### src/rtl/euclidean_distance.sv
// Squared Euclidean (or L1) distance between a buffered feature vector and N_WORDS ROM templates.
// Optional build macro EUCLID_MANHATTAN_EN selects |diff| instead of diff^2 (L1 distance).
module euclidean_distance #(
    parameter int N_WORDS = 10,
    parameter int N_FEAT  = 32,
    parameter int FEAT_W  = 16,
    parameter int ADDR_W  = $clog2(N_WORDS * N_FEAT)
) (
    input  logic                     iclk,
    input  logic                     irstn,
    input  logic signed [FEAT_W-1:0] ifeat,
    input  logic                     ifeat_valid,
    output logic                     ifeat_ready,
    input  logic                     istart,
    output logic [ADDR_W-1:0]        otmpl_addr,
    input  logic signed [FEAT_W-1:0] itmpl_data,
    output logic [3:0]               oword,
    output logic [63:0]              odata,
    output logic                     ovalid,
    output logic                     obusy,
    output logic                     odone
);
    localparam int F_W   = $clog2(N_FEAT);
    localparam int CNT_W = $clog2(N_FEAT + 1);
    localparam int DW    = FEAT_W + 1;
    localparam int SQ_W  = 2 * FEAT_W + 2;

    typedef enum logic [1:0] {IDLE, RUN, DRAIN} state_t;

    state_t                    state_reg;
    logic [CNT_W-1:0]          count_reg;
    logic [3:0]                w_reg;
    logic [F_W-1:0]            f_reg;
    logic signed [FEAT_W-1:0]  feat_mem [N_FEAT];

    logic                      feat_accept;
    logic                      start_fire;
    logic                      issue;
    logic [3:0]                cur_w;
    logic [F_W-1:0]            cur_f;
    logic                      last_f;
    logic                      last_w;
    logic [ADDR_W-1:0]         cur_addr;

    // S0 / alignment / S1 pipeline registers
    logic signed [FEAT_W-1:0]  feat_s0_reg;
    logic                      s0_valid_reg, s0_last_reg;
    logic [3:0]                s0_word_reg;
    logic signed [FEAT_W-1:0]  feat_d_reg;
    logic                      d_valid_reg, d_last_reg;
    logic [3:0]                d_word_reg;
    logic [SQ_W-1:0]           sq_reg;
    logic                      s1_valid_reg, s1_last_reg;
    logic [3:0]                s1_word_reg;
    logic [63:0]               acc_reg;

    logic signed [DW-1:0]      diff;
    logic [SQ_W-1:0]           sq_next;
    logic [63:0]               sq_ext;

    assign ifeat_ready = (state_reg == IDLE) && (count_reg < CNT_W'(N_FEAT));
    assign feat_accept = ifeat_valid && ifeat_ready;
    assign start_fire  = (state_reg == IDLE) && istart && (count_reg == CNT_W'(N_FEAT));
    assign issue       = start_fire || (state_reg == RUN);
    // The start cycle issues (0,0) directly so the first address appears one cycle after istart.
    assign cur_w       = start_fire ? 4'd0 : w_reg;
    assign cur_f       = start_fire ? '0 : f_reg;
    assign last_f      = (cur_f == F_W'(N_FEAT - 1));
    assign last_w      = (cur_w == 4'(N_WORDS - 1));
    assign cur_addr    = ADDR_W'(cur_w) * ADDR_W'(N_FEAT) + ADDR_W'(cur_f);
    assign obusy       = (state_reg != IDLE);

    always_ff @(posedge iclk) begin
        if (feat_accept)
            feat_mem[count_reg[F_W-1:0]] <= ifeat;
    end

    always_ff @(posedge iclk) begin
        if (issue)
            feat_s0_reg <= feat_mem[cur_f];
    end

    // The template ROM has one cycle of read latency, so the feature waits one stage to meet it.
    assign diff = DW'(feat_d_reg) - DW'(itmpl_data);

`ifdef EUCLID_MANHATTAN_EN
    logic [DW-1:0] mag;
    assign mag     = diff[DW-1] ? DW'(-diff) : DW'(diff);
    assign sq_next = SQ_W'(mag);
`else
    logic signed [SQ_W-1:0] prod;
    assign prod    = SQ_W'(diff) * SQ_W'(diff);
    assign sq_next = prod;
`endif

    assign sq_ext = 64'(sq_reg);

    always_ff @(posedge iclk) begin
        if (!irstn) begin
            state_reg    <= IDLE;
            count_reg    <= '0;
            w_reg        <= '0;
            f_reg        <= '0;
            otmpl_addr   <= '0;
            s0_valid_reg <= 1'b0;
            s0_last_reg  <= 1'b0;
            s0_word_reg  <= '0;
            d_valid_reg  <= 1'b0;
            d_last_reg   <= 1'b0;
            d_word_reg   <= '0;
            feat_d_reg   <= '0;
            sq_reg       <= '0;
            s1_valid_reg <= 1'b0;
            s1_last_reg  <= 1'b0;
            s1_word_reg  <= '0;
            acc_reg      <= '0;
            oword        <= '0;
            odata        <= '0;
            ovalid       <= 1'b0;
            odone        <= 1'b0;
        end else begin
            odone  <= 1'b0;
            ovalid <= 1'b0;

            if (feat_accept)
                count_reg <= count_reg + 1'b1;

            s0_valid_reg <= issue;
            if (issue) begin
                otmpl_addr  <= cur_addr;
                s0_last_reg <= last_f;
                s0_word_reg <= cur_w;
                if (last_f) begin
                    f_reg <= '0;
                    w_reg <= cur_w + 4'd1;
                end else begin
                    f_reg <= cur_f + 1'b1;
                    w_reg <= cur_w;
                end
            end

            d_valid_reg  <= s0_valid_reg;
            d_last_reg   <= s0_last_reg;
            d_word_reg   <= s0_word_reg;
            feat_d_reg   <= feat_s0_reg;

            s1_valid_reg <= d_valid_reg;
            s1_last_reg  <= d_last_reg;
            s1_word_reg  <= d_word_reg;
            sq_reg       <= sq_next;

            if (s1_valid_reg) begin
                if (s1_last_reg) begin
                    odata   <= acc_reg + sq_ext;
                    oword   <= s1_word_reg;
                    ovalid  <= 1'b1;
                    acc_reg <= '0;
                end else begin
                    acc_reg <= acc_reg + sq_ext;
                end
            end

            case (state_reg)
                IDLE: if (start_fire) state_reg <= RUN;
                RUN: if (last_f && last_w) state_reg <= DRAIN;
                DRAIN: begin
                    if (ovalid && (oword == 4'(N_WORDS - 1))) begin
                        odone     <= 1'b1;
                        count_reg <= '0;
                        state_reg <= IDLE;
                    end
                end
                default: state_reg <= IDLE;
            endcase
        end
    end
endmodule

### config.mk
export PLATFORM = sky130hd
export DESIGN_NAME = euclidean_distance
export DESIGN_NICKNAME = d
export VERILOG_FILES = /design/src/rtl/euclidean_distance.sv
export SDC_FILE = /design/constraint.sdc
export NUM_CORES = 2
export LEC_CHECK = 0
export ABC_AREA = 1
export BUFFER_PORTS_ARGS = -buffer_cell sky130_fd_sc_hd__buf_2
export CAP_MARGIN = 25
export CORE_ASPECT_RATIO = 0.5
export CORE_MARGIN = 4
export CORE_UTILIZATION = 70
export CTS_BUF_LIST = sky130_fd_sc_hd__clkbuf_2 sky130_fd_sc_hd__clkbuf_4 sky130_fd_sc_hd__clkbuf_8
export DETAILED_ROUTE_END_ITERATION = 10
export PLACE_DENSITY = 0.95
export SLEW_MARGIN = 20
export SYNTH_ARGS = -nofsm -noshare
export SYNTH_HDL_FRONTEND = slang
export SYNTH_SLANG_ARGS = --single-unit
### constraint.sdc
create_clock -name iclk -period 13.5 [get_ports iclk]
set_clock_uncertainty 0.15 [all_clocks]
set_input_delay 0 -clock iclk [delete_from_list [all_inputs] [get_ports iclk]]
set_output_delay 0 -clock iclk [all_outputs]
set_load 0.005 [all_outputs]
==> results.json <==
{
  "grt_start_max_net_pins": 110,
  "drcViolationCount": 0,
  "fill_cells": 3900,
  "areaGrowthSynthToFinish_pct": 8.07,
  "die_h_microns": 186,
  "cts_made_buffers": 98,
  "critPathMostFrequentCell": "fa_1",
  "grt_pass1_wl_microns": 197000,
  "first_global_vias": 35947,
  "cts_tree": "done",
  "fmax_ghz": 0.117,
  "rsz0062_at_grt": "no",
  "fp.dieW_microns": 364,
  "drv_slew": 0,
  "yosys_warnings": 0,
  "h-tree-depth": 3,
  "endpoint_kind": "flop",
  "postCtsSetupBuffers": 0,
  "yosysTopAreaCell": "edfxtp_1",
  "nNetsFinal": 5543,
  "largest_reg_flops": 512,
  "synthTopCellsByArea": "edfxtp_1 (36%), fa_1 (12%), nand2_1 (11%)",
  "cpPeakStageDelay_ns": 0.67,
  "synth_edf_count": 528,
  "path_max_fanout": 20,
  "relSlewSlack": 0.274,
  "synth_nets": 5430,
  "root_buffer": "clkbuf_8",
  "wirelength_microns": 129000,
  "hold_end": "s1_word_reg[0]",
  "vias": 36696,
  "vias_per_cell": 6.11,
  "cts_resized": 0,
  "dr.first_iter.drc_count": 6083,
  "ios": 117,
  "path_clk_slew_ns": 0.07,
  "clock-sinks": 751,
  "ctsHoldBuffers": 21,
  "drive_above_1_share": 0.0750,
  "worstMarginPinSlew_ns": 1.09,
  "place.gp.congestion": 0.993,
  "min_period_ns": 8.55,
  "core_sq_um": 62000,
  "status": "finished clean",
  "antenna_found_initial": 5,
  "synth_top_area_share": 0.357,
  "timing.rr.start": "feat_d_reg[0]",
  "netlist_area_sq_um": 44400,
  "final_core_util": 0.774,
  "cts_buffer_depth": 3,
  "synth.avg_cell_area_sq_um": 8.91,
  "place_hpwl_microns": 84800,
  "crit_arrival_ns": 9.09,
  "synth_cells": 4983,
  "portBuffers": 116,
  "antenna_left": 0,
  "insertion_delay_ns": 0.81,
  "cp-start-kind": "flop",
  "ys_ff_latch": 751,
  "path_class": "reg2reg",
  "ff2ff_setup_slack_ns": 4.95,
  "grt_overflow": 0,
  "timing.rr.end": "sq_reg[30]",
  "fin_tns_setup_ns": 0,
  "grtUsageTotal": 0.379,
  "post-place-ws_ns": 5.10,
  "hold_start": "irstn",
  "wl_per_cell_microns": 21.5,
  "synth_flop_cell": "edfxtp_1",
  "ff2ff_path_depth": 29,
  "hold_ws_ns": 0.105,
  "dr.pass1.iters": 9,
  "min_path_cells": 4,
  "dieArea_sq_um": 67800,
  "final.setup.worst_slack_ns": 4.95,
  "async_reset_ff_frac": 0,
  "drv_cap": 0,
  "ys_types": 51,
  "fin_crit_sh": 0.633,
  "rows": 64,
  "crit_required_ns": 14.05,
  "critPathSlowestCell": "fa_1",
  "hold_viol": 0,
  "setup-violations-final": 0,
  "start_util": 0.716,
  "ys_seq_area_frac": 0.458,
  "hp-class": "in2reg"
}
## worst max path at each step
stage                              from    endpoint  slack, ns
after floorplan           feat_d_reg[0]  sq_reg[33]       6.51
after global placement    feat_d_reg[0]  sq_reg[33]       5.38
after detailed placement  feat_d_reg[0]  sq_reg[33]       5.10
after CTS                 feat_d_reg[0]  sq_reg[33]       5.10
after global routing      feat_d_reg[0]  sq_reg[33]       4.40
final                     feat_d_reg[0]  sq_reg[30]       4.95
## worst max-delay path: cells and delay by family (launching register included)
kind                     cells  cell delay (ns)
AO/OA/AOI/OAI                3             0.45
flip-flops                   1             0.31
AND/OR/NAND/NOR             11             2.16
adder cells (fa/ha/maj)      9             4.28
buffers and inverters        6             1.05
## layout make-up
type,instances,area [sq um],share of cell area
inverter,926,3480,0.0726
antenna,1,2.50,0.0000521
sequential,751,20300,0.423
tap,825,1030,0.0215
clock buffer,143,1710,0.0357
clock inverter,37,385,0.00803
timing repair buffer,196,1280,0.0266
multi-input combinational,3123,19800,0.412
## cells by family after synthesis
logic type,Yosys count,share of synthesized area
adders and majority gates,411,0.162
buffers and inverters,1109,0.0982
AOI/OAI and AO/OA,569,0.0797
xor gates and xnor gates,48,0.00964
and+or+nand+nor,2095,0.193
DFF,751,0.458
## through the flow
step | instances | cell area [sq um]
final | 6002 | 48000
after global routing | 6002 | 48000
after CTS | 5997 | 47900
after detailed placement | 5796 | 45600
after global placement | 5795 | 45600
after floorplan | 4983 | 44400
## layout by cell type (no fill, tap or decap), types with 10 or more instances in the layout
cell           instances
a21o_1                17
a21oi_1              187
buf_2                116
buf_4                 54
clkbuf_4              41
clkbuf_8             102
clkinv_1              17
dfxtp_1              223
dlygate4sd3_1         21
edfxtp_1             528
fa_1                 273
ha_1                 138
inv_1                913
nand2_1             1270
nand3_1              327
nand4_1               30
nor2_1               375
nor3_1                28
o211ai_1             212
o21a_1                10
o21ai_0              105
o21bai_1              12
or2_1                 16
or2_2                 12
xnor2_1               14
xor2_1                31
## Yosys cell counts, drive strengths merged, types with 8 or more instances
master and number:
nand2 1273, inv 925, edfxtp 528, nor2 388, nand3 328, fa 273
dfxtp 223, o211ai 212, a21oi 187, ha 138, o21ai 108, buf 104
clkbuf 79, xor2 32, nor3 31, nand4 30, or2 28, a21o 17
xnor2 16, o21bai 12, o21a 10, nand3b 8
## routing by layer
layer,global-route usage,vias up,share of wire
li1,-,16170,-
met1,0.487,16999,0.36
met2,0.610,2890,0.45
met3,0.0991,629,0.14
met4,0.183,8,0.058
met5,0,-,0.00047
Power is not shown: default switching activity piles up to over one toggle a cycle in this logic, so the estimate is an artifact.
